<file path="config.mk">
export PLATFORM = sky130hd
export DESIGN_NAME = wire_op_sequencer
export DESIGN_NICKNAME = d
export VERILOG_FILES = /design/src/rtl/wos_pkg.sv /design/src/rtl/wos_mul_unit.sv /design/src/rtl/wire_op_sequencer.sv
export SDC_FILE = /design/constraint.sdc
export NUM_CORES = 1
export LEC_CHECK = 0
export ABC_CLOCK_PERIOD_IN_PS = 3750
export CAP_MARGIN = 20
export CORE_MARGIN = 1
export CORE_UTILIZATION = 58
export DETAILED_ROUTE_END_ITERATION = 8
export PLACE_DENSITY_LB_ADDON = 0.3
export SLEW_MARGIN = 10
export SYNTH_ARGS = -nofsm -noshare
export SYNTH_HDL_FRONTEND = slang
export SYNTH_SLANG_ARGS = --single-unit
export TNS_END_PERCENT = 100
</file>
<file path="constraint.sdc">
create_clock -name okClk -period 3.75 [get_ports okClk]
set_clock_uncertainty 0.2 [all_clocks]
set_input_delay 0.75 -clock okClk [delete_from_list [all_inputs] [get_ports okClk]]
set_output_delay 0.75 -clock okClk [all_outputs]
set_load 0.05 [all_outputs]
</file>
<file path="src/rtl/wos_pkg.sv">
// wos_pkg: opcodes, FSM states and status bit positions shared by the wire_op_sequencer blocks
package wos_pkg;
    localparam logic [2:0] OP_AND = 3'd0;
    localparam logic [2:0] OP_OR  = 3'd1;
    localparam logic [2:0] OP_XOR = 3'd2;
    localparam logic [2:0] OP_ADD = 3'd3;
    localparam logic [2:0] OP_MUL = 3'd4;
    typedef enum logic [1:0] {S_IDLE, S_EXEC, S_DONE} state_t;
    localparam int ST_BUSY    = 0;
    localparam int ST_DONE    = 1;
    localparam int ST_ILLEGAL = 2;
    localparam int ST_OVERRUN = 3;
    localparam int ST_CNT_LSB = 16;
endpackage

</file>
<file path="src/rtl/wos_mul_unit.sv">
// wos_mul_unit: iterative shift-add unsigned multiplier, one bit per cycle.
// Ports: okClk clock, rst sync reset, go load strobe, a/b operands,
// product 2*WIDTH result, done one-cycle pulse once product is final.
// The first partial product is formed in the go cycle, so done arrives
// WIDTH cycles after go.
module wos_mul_unit #(
    parameter int WIDTH = 32
) (
    input  logic                 okClk,
    input  logic                 rst,
    input  logic                 go,
    input  logic [WIDTH-1:0]     a,
    input  logic [WIDTH-1:0]     b,
    output logic [2*WIDTH-1:0]   product,
    output logic                 done
);
    localparam int CW = $clog2(WIDTH);
    logic [WIDTH-1:0] mcand;
    logic [CW-1:0]    cnt;
    logic             busy;
    // product holds {partial sum, remaining multiplier bits}; shift right each step
    function automatic logic [2*WIDTH-1:0] step(input logic [2*WIDTH-1:0] p, input logic [WIDTH-1:0] m);
        logic [WIDTH:0] s;
        s = {1'b0, p[2*WIDTH-1:WIDTH]} + (p[0] ? {1'b0, m} : '0);
        return {s, p[WIDTH-1:1]};
    endfunction
    always_ff @(posedge okClk) begin
        if (rst) begin
            busy    <= 1'b0;
            done    <= 1'b0;
            cnt     <= '0;
            mcand   <= '0;
            product <= '0;
        end else begin
            done <= 1'b0;
            if (go) begin
                mcand   <= a;
                product <= step({{WIDTH{1'b0}}, b}, a);
                cnt     <= CW'(1);
                busy    <= 1'b1;
            end else if (busy) begin
                product <= step(product, mcand);
                cnt     <= cnt + CW'(1);
                if (cnt == CW'(WIDTH - 1)) begin
                    busy <= 1'b0;
                    done <= 1'b1;
                end
            end
        end
    end
endmodule

</file>
<file path="src/rtl/wire_op_sequencer.sv">
// wire_op_sequencer: host-commanded logic/arithmetic sequencer on okClk.
// Ports: okClk clock, rst sync reset, start command strobe, opcode/operand_a/operand_b
// command inputs, result_lo/result_hi held results, status {cmd_count, 12'b0,
// overrun, illegal_op, done, busy}, done_pulse completion strobe, led (WOS_LED_EN only).
module wire_op_sequencer
    import wos_pkg::*;
#(
    parameter int WIDTH = 32,
    parameter int CNT_W = 16
) (
    input  logic             okClk,
    input  logic             rst,
    input  logic             start,
    input  logic [2:0]       opcode,
    input  logic [WIDTH-1:0] operand_a,
    input  logic [WIDTH-1:0] operand_b,
    output logic [WIDTH-1:0] result_lo,
    output logic [WIDTH-1:0] result_hi,
    output logic [31:0]      status,
    output logic             done_pulse
`ifdef WOS_LED_EN
    ,
    output wire  [3:0]       led
`endif
);
    state_t             state, state_nxt;
    logic [2:0]         op_q;
    logic [WIDTH-1:0]   a_q, b_q;
    logic [3:0]         flags;
    logic [CNT_W-1:0]   cnt;
    logic [2*WIDTH-1:0] res, mul_prod;
    logic               mul_done, accept, finish;
    assign accept = (state == S_IDLE) && start;
    assign finish = (state == S_EXEC) && ((op_q != OP_MUL) || mul_done);
    assign status = (32'(cnt) << ST_CNT_LSB) | 32'(flags);
    wos_mul_unit #(.WIDTH(WIDTH)) u_mul (
        .okClk   (okClk),
        .rst     (rst),
        .go      (accept && (opcode == OP_MUL)),
        .a       (operand_a),
        .b       (operand_b),
        .product (mul_prod),
        .done    (mul_done)
    );
    always_comb begin
        res = (op_q == OP_AND) ? {{WIDTH{1'b0}}, a_q & b_q} :
              (op_q == OP_OR)  ? {{WIDTH{1'b0}}, a_q | b_q} :
              (op_q == OP_XOR) ? {{WIDTH{1'b0}}, a_q ^ b_q} :
              (op_q == OP_ADD) ? {{(WIDTH-1){1'b0}}, {1'b0, a_q} + {1'b0, b_q}} : mul_prod;
    end
    always_comb begin
        state_nxt = accept ? S_EXEC : finish ? S_DONE : (state == S_DONE) ? S_IDLE : state;
    end
    always_ff @(posedge okClk) begin
        if (rst) state <= S_IDLE;
        else     state <= state_nxt;
    end
    always_ff @(posedge okClk) begin
        if (rst) begin
            op_q       <= '0;
            a_q        <= '0;
            b_q        <= '0;
            flags      <= '0;
            cnt        <= '0;
            result_lo  <= '0;
            result_hi  <= '0;
            done_pulse <= 1'b0;
        end else begin
            done_pulse <= finish;
            if (accept) begin
                op_q               <= opcode;
                a_q                <= operand_a;
                b_q                <= operand_b;
                flags[ST_BUSY]     <= 1'b1;
                flags[ST_DONE]     <= 1'b0;
                flags[ST_ILLEGAL]  <= 1'b0;
                flags[ST_OVERRUN]  <= 1'b0;
            end else if (start) begin
                flags[ST_OVERRUN]  <= 1'b1;
            end
            if (finish) begin
                flags[ST_BUSY]    <= 1'b0;
                flags[ST_DONE]    <= 1'b1;
                flags[ST_ILLEGAL] <= op_q > OP_MUL;
                cnt               <= cnt + CNT_W'(1);
                if (op_q <= OP_MUL) {result_hi, result_lo} <= res;
            end
        end
    end
`ifdef WOS_LED_EN
    for (genvar i = 0; i < 4; i++) begin : g_led
        assign led[i] = status[i] ? 1'b0 : 1'bz;
    end
`endif
endmodule

</file>
==> flow_metrics.py <==
metrics = {
    "run": {
        "cap_viol_max_count": 0,
    },
    "global_route": {
        "antenna_found_initial": 0,
        "grt.total_usage_pct": 34.7,
        "gr_ovfl_total": 0,
        "grt_pass1_wl_um": 73800,
        "grt_max_degree": 76,
        "grt_pass1_vias": 13673,
    },
    "pwr": {
        "p_switching_mw": 1.90,
        "share_clk_of_total_power_pct": 38.7,
        "logic_gate_share_of_total_power_pct": 16.3,
        "power_frac_seq_pct": 45.1,
        "power.ir.vdd_worst_mv": 0.450,
        "switching_share_pct": 29.4,
        "power.density_nw_per_um2": 365,
        "leakage_nw": 6.89,
        "cellInternalPower_mw": 4.58,
    },
    "logic_synthesis": {
        "mappedNetlistArea_um2": 15100,
        "synth_area_per_cell_um2": 7.89,
        "ys.flop_type": "dfxtp_1",
        "synth_top_area_share_pct": 34.0,
        "post_synth_main_area_contributors": "dfxtp_1 (34%), ha_1 (8.2%), nand2_1 (7.5%)",
        "synth.largest_area_cell": "dfxtp_1",
        "ys_types": 81,
        "async_reset_ff_share_pct": 0,
        "synth-seq-area-share_pct": 34.0,
        "synth-warning-count": 0,
        "ys_ff_latch": 257,
        "post_synth_inst_count": 1919,
        "synth_enable_flop_cells": 0,
    },
    "route": {
        "route.vias.total": 14486,
        "detail_route.wirelength_um": 46800,
        "drt_initial_violations": 1250,
        "ant_nets": 0,
        "firstDrtPassIters": 7,
        "avgViaCountPerCell": 6.14,
        "routedWlPerCell_um": 19.9,
        "post_detailed_route_drc_marker_count": 0,
    },
    "cts": {
        "clkSinkCount": 257,
        "cts.clk_slew.worst_paths_ps": 60,
        "htreeDepth": 1,
        "holdBufCountCts": 0,
        "postCtsSetupRepairBufs": 0,
        "tritoncts": "built",
        "ctsLongestPathBuffers": 3,
        "numCtsBuffers": 27,
        "clock_tree.root_cell": "clkbuf_16",
        "clkLatencyLatePin_ps": 550,
    },
    "layout": {
        "regArea_um2": 5150,
        "multi_input_comb_area_um2": 9070,
        "layout.cells.most_common_list": "nand2_1 (302), dfxtp_1 (255), a21oi_1 (211), clkdlybuf4s50_1 (153), nor2_1 (131)",
        "layout-drive-gt1-share_pct": 6.80,
        "nets": 2183,
        "final_common_cell": "nand2_1",
        "stdcell_count": 2359,
        "fillCellCount": 2161,
        "syn_to_final_growth_pct": 17.2,
        "finalCoreUtilization_pct": 69.9,
    },
    "worst_hold_path": {
        "worst_hold_path_type": "reg -> reg",
        "worstHoldPathCells": 2,
        "timing.hold.worst.start": "u_mul.mcand[31]",
        "hold_end": "u_mul.mcand[31]",
    },
    "timing": {
        "clock.fmax_mhz": 298,
        "timing.final.crit_share_pct": 89.5,
        "final_max_slew_viol_count": 0,
        "post-route-min-period_ps": 3360,
        "fin_tns_setup_ps": 0,
        "worst_pin_slew_ps": 1130,
        "setup_viol": 0,
        "final-hold-violation-count": 0,
        "grt_setup_unrepaired": "false",
        "max-slew-margin-rel_pct": 24.3,
    },
    "critical_path": {
        "rr_worst_depth": 13,
        "critical_path.reg2reg.startpoint": "u_mul.product[0]",
        "rr_endpoint": "u_mul.product[59]",
        "startpoint_type": "register",
        "reg2reg_slack_ps": 390,
        "path_class": "reg -> reg",
        "crit_path_end_kind": "register",
        "data_arrival_at_the_endpoint_of_the_critical_path_ps": 3580,
        "crit_required_ps": 3970,
        "critPathMaxFanout": 19,
    },
    "placed_design": {
        "place_inst": 2313,
        "dp_hpwl_um": 33000,
        "finalWeightedCongestion": 0.981,
        "port_buffers": 154,
    },
    "floorplan": {
        "initial_core_util_pct": 59.6,
        "die_height_um": 164,
        "num_rows": 58,
        "core_region_area_um2": 25400,
        "floorplan.die_area_um2": 26800,
        "floorplan.io_pins": 167,
        "die_x_um": 164,
    },
    "status": {
        "outcome": "finished, final reports clean",
    },
}
-- sequential cells by signal, indices dropped and copies added (netlist names) --
register,cells
u_mul.busy,1
done_pulse,1
b_q,32
cnt,16
op_q,3
u_mul.cnt,5
state,2
u_mul.done,1
result_hi,32
flags,4
a_q,32
u_mul.product,64
u_mul.mcand,32
result_lo,32
-- cell type report --
cell class	count	share of cell area, %
multi-input cells	1426	51.1
repair buffers	204	11.0
flip-flops and latches	257	29.0
clock inverters	8	0.303
well taps	330	2.33
clock buffers	37	4.19
inverters	96	2.03
diodes	1	0.0141
-- worst max path at each step --
stage                      from           endpoint  slack [ps]  cells after the start
6_report       u_mul.product[0]  u_mul.product[59]         390                     13
5_1_grt        u_mul.product[0]  u_mul.product[52]         170                     11
4_1_cts        u_mul.product[0]  u_mul.product[52]         240                     11
3_5_place_dp   u_mul.product[0]  u_mul.product[52]         260                     11
3_3_place_gp   u_mul.product[0]  u_mul.product[56]         320                     12
2_1_floorplan  u_mul.product[0]  u_mul.product[59]         710                     13
-- through the flow --
| step | hold WS (ps) | area [um^2] | worst slack (ps) | total power [mW] |
|---|---|---|---|---|
| floorplan | 232 | 15200 | 711 | 3.64 |
| global placement | 239 | 16900 | 320 | 3.99 |
| detailed placement | 244 | 16900 | 258 | 4.01 |
| CTS | 253 | 17700 | 238 | 6.49 |
| global route | 263 | 17700 | 168 | 6.70 |
| finish | 256 | 17700 | 392 | 6.48 |
-- timing repair --
| action | in CTS | in global routing |
|---|---|---|
| setup endpoints to repair | 0 | 4 |
| gates resized for setup | 0 | 1 |
| hold endpoints to repair | 0 | 0 |
-- power groups by stage --
| stage | sequential (mW) | clock, mW | combinational, mW |
|---|---|---|---|
| after CTS | 2.92 | 2.53 | 1.04 |
| after global placement | 2.97 | 0 | 1.02 |
| after detailed placement | 2.98 | 0 | 1.03 |
| after global routing | 2.93 | 2.63 | 1.14 |
| final | 2.92 | 2.51 | 1.05 |
| after floorplan | 3.01 | 0 | 0.636 |
-- kinds of logic (layout without fill, tap and decap cells) --
group	count (synthesis)	after routing	share of synthesized area [%]
multiplexers	66	66	4.42
adder cells (fa/ha/maj)	101	101	8.45
AO/OA/AOI/OAI	575	575	25.3
buffers and inverters	247	345	6.61
XOR/XNOR	46	46	2.66
flip-flops	257	257	34.0
other	1	13	0.0248
AND/OR/NAND/NOR	626	626	18.5
-- worst max-delay path, cell delays in order (launching register included) --
cell       delay (ps)
dfxtp_2           420
and2_1            180
ha_1              200
fa_1              410
nand3_1           110
a21oi_1            80
o211ai_1          290
a21oi_2           160
a2111oi_2         400
buf_4             190
nor3_1             60
or3_1             330
o2111ai_1          80
a21oi_1           100
-- synth_stat cells, types with 23 or more instances --
cell / n
clkbuf_1: 104
o21ai_0: 55
ha_1: 99
nand3_1: 28
mux2i_1: 59
dfxtp_1: 257
a22o_1: 31
a22oi_1: 26
nand2_1: 303
a21oi_1: 212
inv_1: 96
o211ai_1: 23
and2_1: 39
a211oi_1: 49
a21o_1: 33
nor3_1: 29
o22ai_1: 32
xor2_1: 29
nor2_1: 132
-- per-layer routing --
layer,track usage (%),routed length [um],vias up
li1,-,-,6942
met1,46.1,20500,6919
met2,56.9,21500,534
met3,5.03,3240,91
met4,12.5,1640,0
met5,0,0,-
Power figures use the tool's default switching activity.
